[src/rtl/ifu_fetch_ctrl.sv]
// ifu_fetch_ctrl: instruction-fetch PC generator for the IFU.
// Issues sequential fetch requests, remembers the PC of every accepted
// request in order, and buffers returned words with their PCs in a small
// FIFO toward decode. A redirect from the branch unit discards everything
// still in flight and everything buffered.
//
// Handshake semantics (req_* and inst_* ports): a transfer happens on a
// rising clk edge where valid and ready are both 1. Once valid is raised it
// stays high, with its payload unchanged, until that transfer happens; ready
// may toggle freely and never depends on valid. The response port has no
// ready: an issue credit is only spent when buffer space is already
// reserved, so a response can always be absorbed.
module ifu_fetch_ctrl #(
    parameter logic [31:0] RESET_PC = 32'h0000_0000,
    parameter int          DEPTH    = 4
) (
    input  logic        clk,
    input  logic        rst,
    input  logic        jump_flag_i,
    input  logic [31:0] jump_addr_i,
    output logic        req_valid_o,
    input  logic        req_ready_i,
    output logic [31:0] pc_o,
    input  logic        rsp_valid_i,
    input  logic [31:0] rsp_data_i,
    output logic        inst_valid_o,
    input  logic        inst_ready_i,
    output logic [31:0] inst_o,
    output logic [31:0] inst_addr_o,
    output logic [1:0]  dbg_state
);

    localparam int CW = $clog2(DEPTH + 1);
    localparam int AW = $clog2(DEPTH);
    localparam logic [CW-1:0] DEPTH_C = DEPTH[CW-1:0];

    typedef enum logic [1:0] {
        BOOT = 2'd0,
        RUN  = 2'd1,
        HOLD = 2'd2
    } state_t;

    state_t        state;
    logic [31:0]   pc;
    logic [31:0]   redir_pc;
    logic [CW-1:0] inflight;
    logic [CW-1:0] drop;
    logic [CW-1:0] fifo_cnt;

    // PCs of accepted requests, oldest at pcq_rd
    logic [31:0]   pcq [DEPTH];
    logic [AW-1:0] pcq_wr;
    logic [AW-1:0] pcq_rd;

    // Instruction FIFO toward decode
    logic [31:0]   fifo_data [DEPTH];
    logic [31:0]   fifo_addr [DEPTH];
    logic [AW-1:0] fifo_wr;
    logic [AW-1:0] fifo_rd;

    logic          redirect;
    logic          handshake;
    logic          rsp_keep;
    logic          pop;
    logic [CW-1:0] inflight_nxt;
    logic [31:0]   jump_tgt;
    logic [CW:0]   used;
    logic          unused_addr_bits;

    assign used         = {1'b0, inflight} + {1'b0, fifo_cnt};
    assign req_valid_o  = (state == HOLD) || ((state == RUN) && (used < {1'b0, DEPTH_C}));
    assign pc_o         = pc;
    assign inst_valid_o = (fifo_cnt != '0);
    assign inst_o       = inst_valid_o ? fifo_data[fifo_rd] : '0;
    assign inst_addr_o  = inst_valid_o ? fifo_addr[fifo_rd] : '0;
    assign dbg_state    = state;
    assign unused_addr_bits = ^jump_addr_i[1:0];

    // Per-cycle events; a redirect overrides any response write or FIFO pop
    always_comb begin
        redirect     = jump_flag_i && (state != BOOT);
        handshake    = req_valid_o && req_ready_i;
        rsp_keep     = rsp_valid_i && !redirect && (drop == '0);
        pop          = inst_valid_o && inst_ready_i && !redirect;
        inflight_nxt = inflight + CW'(handshake) - CW'(rsp_valid_i);
        jump_tgt     = {jump_addr_i[31:2], 2'b00};
    end

    // Storage arrays: request PC queue and FIFO payload (no reset needed)
    always_ff @(posedge clk) begin
        if (handshake) begin
            pcq[pcq_wr] <= pc;
        end
        if (rsp_keep) begin
            fifo_data[fifo_wr] <= rsp_data_i;
            fifo_addr[fifo_wr] <= pcq[pcq_rd];
        end
    end

    // Fetch FSM, credit counters and queue pointers
    always_ff @(posedge clk) begin
        if (rst) begin
            state    <= BOOT;
            pc       <= RESET_PC;
            redir_pc <= '0;
            inflight <= '0;
            drop     <= '0;
            fifo_cnt <= '0;
            pcq_wr   <= '0;
            pcq_rd   <= '0;
            fifo_wr  <= '0;
            fifo_rd  <= '0;
        end else begin
            inflight <= inflight_nxt;

            // Everything still in flight after a redirect is stale; a held
            // request accepted in HOLD was issued before the redirect too.
            if (redirect) begin
                drop <= inflight_nxt;
            end else begin
                drop <= drop - CW'(rsp_valid_i && (drop != '0))
                             + CW'(handshake && (state == HOLD));
            end

            if (handshake) begin
                pcq_wr <= pcq_wr + AW'(1);
            end
            if (rsp_valid_i) begin
                pcq_rd <= pcq_rd + AW'(1);
            end

            if (redirect) begin
                fifo_cnt <= '0;
                fifo_wr  <= '0;
                fifo_rd  <= '0;
            end else begin
                if (rsp_keep) begin
                    fifo_wr <= fifo_wr + AW'(1);
                end
                if (pop) begin
                    fifo_rd <= fifo_rd + AW'(1);
                end
                fifo_cnt <= fifo_cnt + CW'(rsp_keep) - CW'(pop);
            end

            case (state)
                BOOT: begin
                    if (jump_flag_i) begin
                        pc <= jump_tgt;
                    end
                    state <= RUN;
                end
                RUN: begin
                    if (jump_flag_i) begin
                        // A pending request may not change address: park the target
                        if (req_valid_o && !req_ready_i) begin
                            redir_pc <= jump_tgt;
                            state    <= HOLD;
                        end else begin
                            pc <= jump_tgt;
                        end
                    end else if (handshake) begin
                        pc <= pc + 32'd4;
                    end
                end
                HOLD: begin
                    if (jump_flag_i) begin
                        redir_pc <= jump_tgt;
                    end
                    if (handshake) begin
                        pc    <= jump_flag_i ? jump_tgt : redir_pc;
                        state <= RUN;
                    end
                end
                default: state <= BOOT;
            endcase
        end
    end

    // Credit accounting must keep these unreachable
    a_fifo_no_overflow: assert property (@(posedge clk) disable iff (rst)
        !(rsp_keep && !pop && (fifo_cnt == DEPTH_C)));
    a_rsp_has_request: assert property (@(posedge clk) disable iff (rst)
        !(rsp_valid_i && (inflight == '0)));

endmodule

[config.mk]
export PLATFORM = sky130hd
export DESIGN_NAME = ifu_fetch_ctrl
export DESIGN_NICKNAME = d
export VERILOG_FILES = /design/src/rtl/ifu_fetch_ctrl.sv
export SDC_FILE = /design/constraint.sdc
export NUM_CORES = 1
export LEC_CHECK = 0
export ABC_AREA = 1
export BUFFER_PORTS_ARGS = -buffer_cell sky130_fd_sc_hd__buf_2
export CORE_AREA = 2 2 214 216
export DETAILED_ROUTE_END_ITERATION = 7
export DIE_AREA = 0 0 216 218
export GPL_ROUTABILITY_DRIVEN = 0
export PLACE_DENSITY_LB_ADDON = 0.12
export SLEW_MARGIN = 0
export SYNTH_ARGS = -nofsm -noshare
export SYNTH_HDL_FRONTEND = slang
export SYNTH_SLANG_ARGS = --single-unit
[constraint.sdc]
create_clock -name clk -period 4.9 [get_ports clk]
set_clock_uncertainty 0.15 [all_clocks]
set_input_delay 0.245 -clock clk [delete_from_list [all_inputs] [get_ports clk]]
set_output_delay 0.245 -clock clk [all_outputs]
set_load 0.01 [all_outputs]
==> Word-level counts from Yosys, hierarchy flattened <==
Memories as Yosys holds them, arrays and structs flattened. A register that Yosys moved wholly into a read port is not among the register bits.
Index checks and enable logic that the tools add are counted.
{ "totals": {"reg_bits": 83, "ramBits": 384, "inputBits": 70, "wordCells": 85, "mem_count": 3} }
{ "mem_list": {"columns": ["memory", "depth", "width", "rd", "rd_clocked_by_memory_dff", "write_ports", "line", "source"], "rows": [
  ["fifo_addr", 4, 32, 1, 1, 1, "57", "logic [31:0] fifo_addr [DEPTH];"],
  ["fifo_data", 4, 32, 1, 1, 1, "56", "logic [31:0] fifo_data [DEPTH];"],
  ["pcq", 4, 32, 1, 1, 1, "51", "logic [31:0] pcq [DEPTH];"]
]} }
{ "classes": {"addsub": 12, "order_cmp": 1, "n_eq_ne": 8, "n_mux": 27, "reduce_logical": 24} }
{ "ops": {"columns": ["cell", "count"], "rows": [
  ["two-way mux 32 bit", 10],
  ["case mux 32 bit (3 select lines)", 1],
  ["case mux 32 bit (2 select lines)", 1],
  ["adder 32 x 3 -> 32 bit, second input constant", 1],
  ["two-way mux 2 bit", 9],
  ["logical AND 1 bit", 10],
  ["adder 3 x 1 -> 3 bit", 3],
  ["nonzero test 3 bit", 3],
  ["subtractor 3 x 1 -> 3 bit", 3],
  ["adder 2 x 1 -> 2 bit, second input constant", 4],
  ["!= test 2 bit, second input constant", 3],
  ["!= test 3 bit, second input constant", 2],
  ["case mux 2 bit (3 select lines)", 1],
  ["AND reduction 3 bit", 2],
  ["AND reduction 5 bit", 1],
  ["adder 3 x 3 -> 4 bit", 1],
  ["< comparator 4 x 3 -> 1 bit, second input constant", 1],
  ["two-way mux 1 bit", 4],
  ["nonzero test 2 bit", 2],
  ["zero test 3 bit", 1],
  ["two-way mux 3 bit", 1],
  ["equality test 2 x 1 -> 1 bit, second input constant", 1],
  ["equality test 2 bit, second input constant", 1],
  ["zero test 1 bit", 2],
  ["4 further kinds", 4]
]} }

==> Longest topological paths before layout <==
{ "depth": {"word_depth": 8, "ltp_mapped": 15, "mapped_depth_nobuf": 15} }

==> Worst setup path after synthesis <==
Ideal clock, no wire load.
{ "synth_timing": {"path_type": "in2reg", "startpoint": "in jump_flag_i", "endpoint": "mem fifo_addr[0][0], enable pin", "t_arrival_ps": 3767, "required_ps": 4263, "path_slack_ps": 497, "path_stages": 7, "path_buffers": 2, "cell_sequence": "buf_2 inv_2 buf_2 nor2_1 inv_1 nand3_1 nor2_1"} }
{ "synth_via": {"elab_chain_cells": 6} }
{ "synth_lines": {"columns": ["item", "line", "source"], "rows": [
  ["from (decl)", "19", "input logic jump_flag_i,"],
  ["logical AND 1 bit", "81", "redirect = jump_flag_i && (state != BOOT);"],
  ["zero test 1 bit", "83", "rsp_keep = rsp_valid_i && !redirect && (drop == '0);"],
  ["logical AND 1 bit (2 in series)", "83", null],
  ["two-way mux 1 bit", "94", "if (rsp_keep) begin"],
  ["two-way mux 1 bit (implied by the code)", "96", "fifo_addr[fifo_wr] <= pcq[pcq_rd];"],
  ["to (decl)", "57", null]
]} }
No other way between the ends.

==> run_results.csv <==
group,metric,value,unit
sta,hold_viol_final,0,
clocking,ctsResizeCount,0,
pwr,powerDensity,544,nW/um^2
finish,most-common-layout-cells,"nor2_1, edfxtp_1, o21ai_0",
placement,dpl.cell_count,2600,
synth,synth_cell_type_count,35,
drt,avgRoutedWirePerCell,18.1,um
synth,syn-mean-instance-area,10.4,um^2
grt,grt_pass1_vias,13620,
synth,syn_area,20000,um^2
sta,min_period,3.50,ns
drt,initialDrtViolationCount,1088,
grt,grt_pass1_wl,77300,um
die,die_h,218,um
clocking,cts_buffers,49,
finish,final_cell_area,23600,um^2
critical_path,end_kind,"output port",
run_status,status,"complete, no violations",
die,core.rowCount,78,
critical_path,path_max_fanout,64,
die,core,44900,um^2
synth,synth_edf_count,384,
finish,diodes,0,
finish,drive_gt1_share,13.7,%
finish,nets,2211,
drt,drc_errors,0,
sta,setup_viol,0,
finish,layout.cells.non_filler,2754,
pwr,p_leak,8.59,nW
clocking,clock_latency,0.59,ns
critical_path,start_kind,"flop",
synth,synth-seq-cells,471,
die,start_util,44.5,%
clocking,clk_pin_slew,0.06,ns
critical_path,critPathArrivalTime,3.10,ns
sta,max_slew_margin,31.7,%
drt,routed_wl,49800,um
finish,area_growth,18.1,%
finish,final_common_cell,"nor2_1",
pwr,peakVddDrop,0.384,mV
sta,period_share,71.4,%
critical_path,rr_startpoint,"dbg_state[0]",
worst_hold_path,hold_start,"jump_flag_i",
worst_hold_path,hold_class,"input pin to flop",
placement,dp_hpwl,29000,um
synth,ys_async_sr_fraction,0,%
synth,synth_flop_cell,"edfxtp_1",
grt,overflow,0,
grt,antenna_found_initial,0,
synth,syn_nets,2009,
sta,rsz0062_at_grt,"false",
synth,syn_inst,1915,
critical_path,required,4.51,ns
sta,maxSlewViolCount,0,
grt,grt_max_degree,67,
critical_path,critPathKind,"flop to output port",
drt,num_vias,14452,
placement,dpl-instance-area,21400,um^2
drt,ant_nets,0,
grt,grt_usage,21.0,%
drt,first_pass_iters,5,
drt,viasPerCell,5.25,
clocking,cts_tree,"done",
clocking,clock-root-buffer,"clkbuf_16",
die,die_x,216,um
sta,fmax,286,MHz
sta,setup-tns-final,0,ns
synth,yosysWarnings,0,
placement,buffer_ports.inserted,167,
die,io-pin-count,170,
sta,tightest_slew,1.02,ns
clocking,cts_buffer_depth,3,
run,cap_violations,0,
clocking,clock-sinks,471,
die,die-area,47100,um^2
clocking,h-tree-depth,2,
synth,seq_area_frac_synth,66.4,%
[power by group]
part | switching (W) | internal (W) | leakage, nW
Combinational | 0.00242 | 0.00119 | 3.63
Sequential | 0.000535 | 0.00514 | 4.22
Clock | 0.00153 | 0.00203 | 0.741
[sequential cells by signal (all words and copies together), names as in the netlist, named ones only]
name,count
fifo_wr,2
pcq,128
fifo_rd,2
pcq_wr,2
fifo_data,128
pcq_rd,2
inflight,3
fifo_cnt,3
pc_o,32
drop,3
fifo_addr,128
dbg_state,2
redir_pc,32
[cell type report]
type,instances,area [um^2]
multi-input combinational,1267,6060
clock inverter,29,240
timing repair buffer,259,1740
inverter,69,259
sequential,471,13300
tap,600,751
clock buffer,59,1280
fill,4015,21300
[cell families after synthesis]
kind of cell               Yosys count  share of synthesized area (%)
AOI/OAI and AO/OA                  539                           14.1
DFF                                471                           66.4
adders and majority gates           24                           1.62
xor gates and xnor gates            13                          0.570
and+or+nand+nor                    691                           13.8
buffers and inverters              177                           3.52
[through the flow]
step / total power, W / setup slack [ns] / hold slack (ns) / utilization [%]
3_5_place_dp: 0.00936 / 1.61 / 0.282 / 47.7
5_1_grt: 0.0136 / 1.16 / 0.244 / 52.6
2_1_floorplan: 0.00799 / 0.497 / 0.178 / -
3_3_place_gp: 0.00929 / 1.66 / 0.287 / 47.7
6_report: 0.0129 / 1.40 / 0.246 / 52.6
4_1_cts: 0.0130 / 1.37 / 0.208 / 52.6
[path summary, 6_finish.rpt]
| check | to | slack (ns) | cells after the start |
|---|---|---|---|
| setup reg to reg | drop[2] | 1.67 | 15 |
| hold reg to reg | flop | 0.30 | 1 |
| hold / removal | drop[2] | 0.25 | 4 |
| setup / recovery | inst_addr_o[0] | 1.40 | 5 |
[critical path, stage by stage (launching register included)]
cell     delay (ns)
dfxtp_4        0.54
inv_2          0.78
buf_4          0.49
o21ai_0        0.16
a21oi_1        0.24
buf_2          0.19
[Yosys cell counts (17+ instances only)]
cell        n  area, um^2
edfxtp_1  384       11500
ha_1       21         263
o22ai_1    35         219
a211oi_1   17         128
nand2_1   169         634
o21ai_0   289        1450
inv_1      60         225
nand3_1    30         150
buf_1      17        63.8
nor2_1    456        1710
dfxtp_1    87        1740
a21oi_1   182         911
clkbuf_1   80         300
[routing by layer]
metal	vias up	track usage, %	share of wire, %
li1	7129	-	-
met1	6921	28.4	46
met2	346	35.2	47
met3	56	3.63	5.0
met4	0	5.32	1.7
met5	-	0	0
[timing repair]
item / CTS / global route
endpoints found under the hold margin: 205 / 0
buffers inserted: 0 / 0
setup endpoints to repair: 0 / 0
hold buffers: 66 / 0
Power figures use the tool's default switching activity.
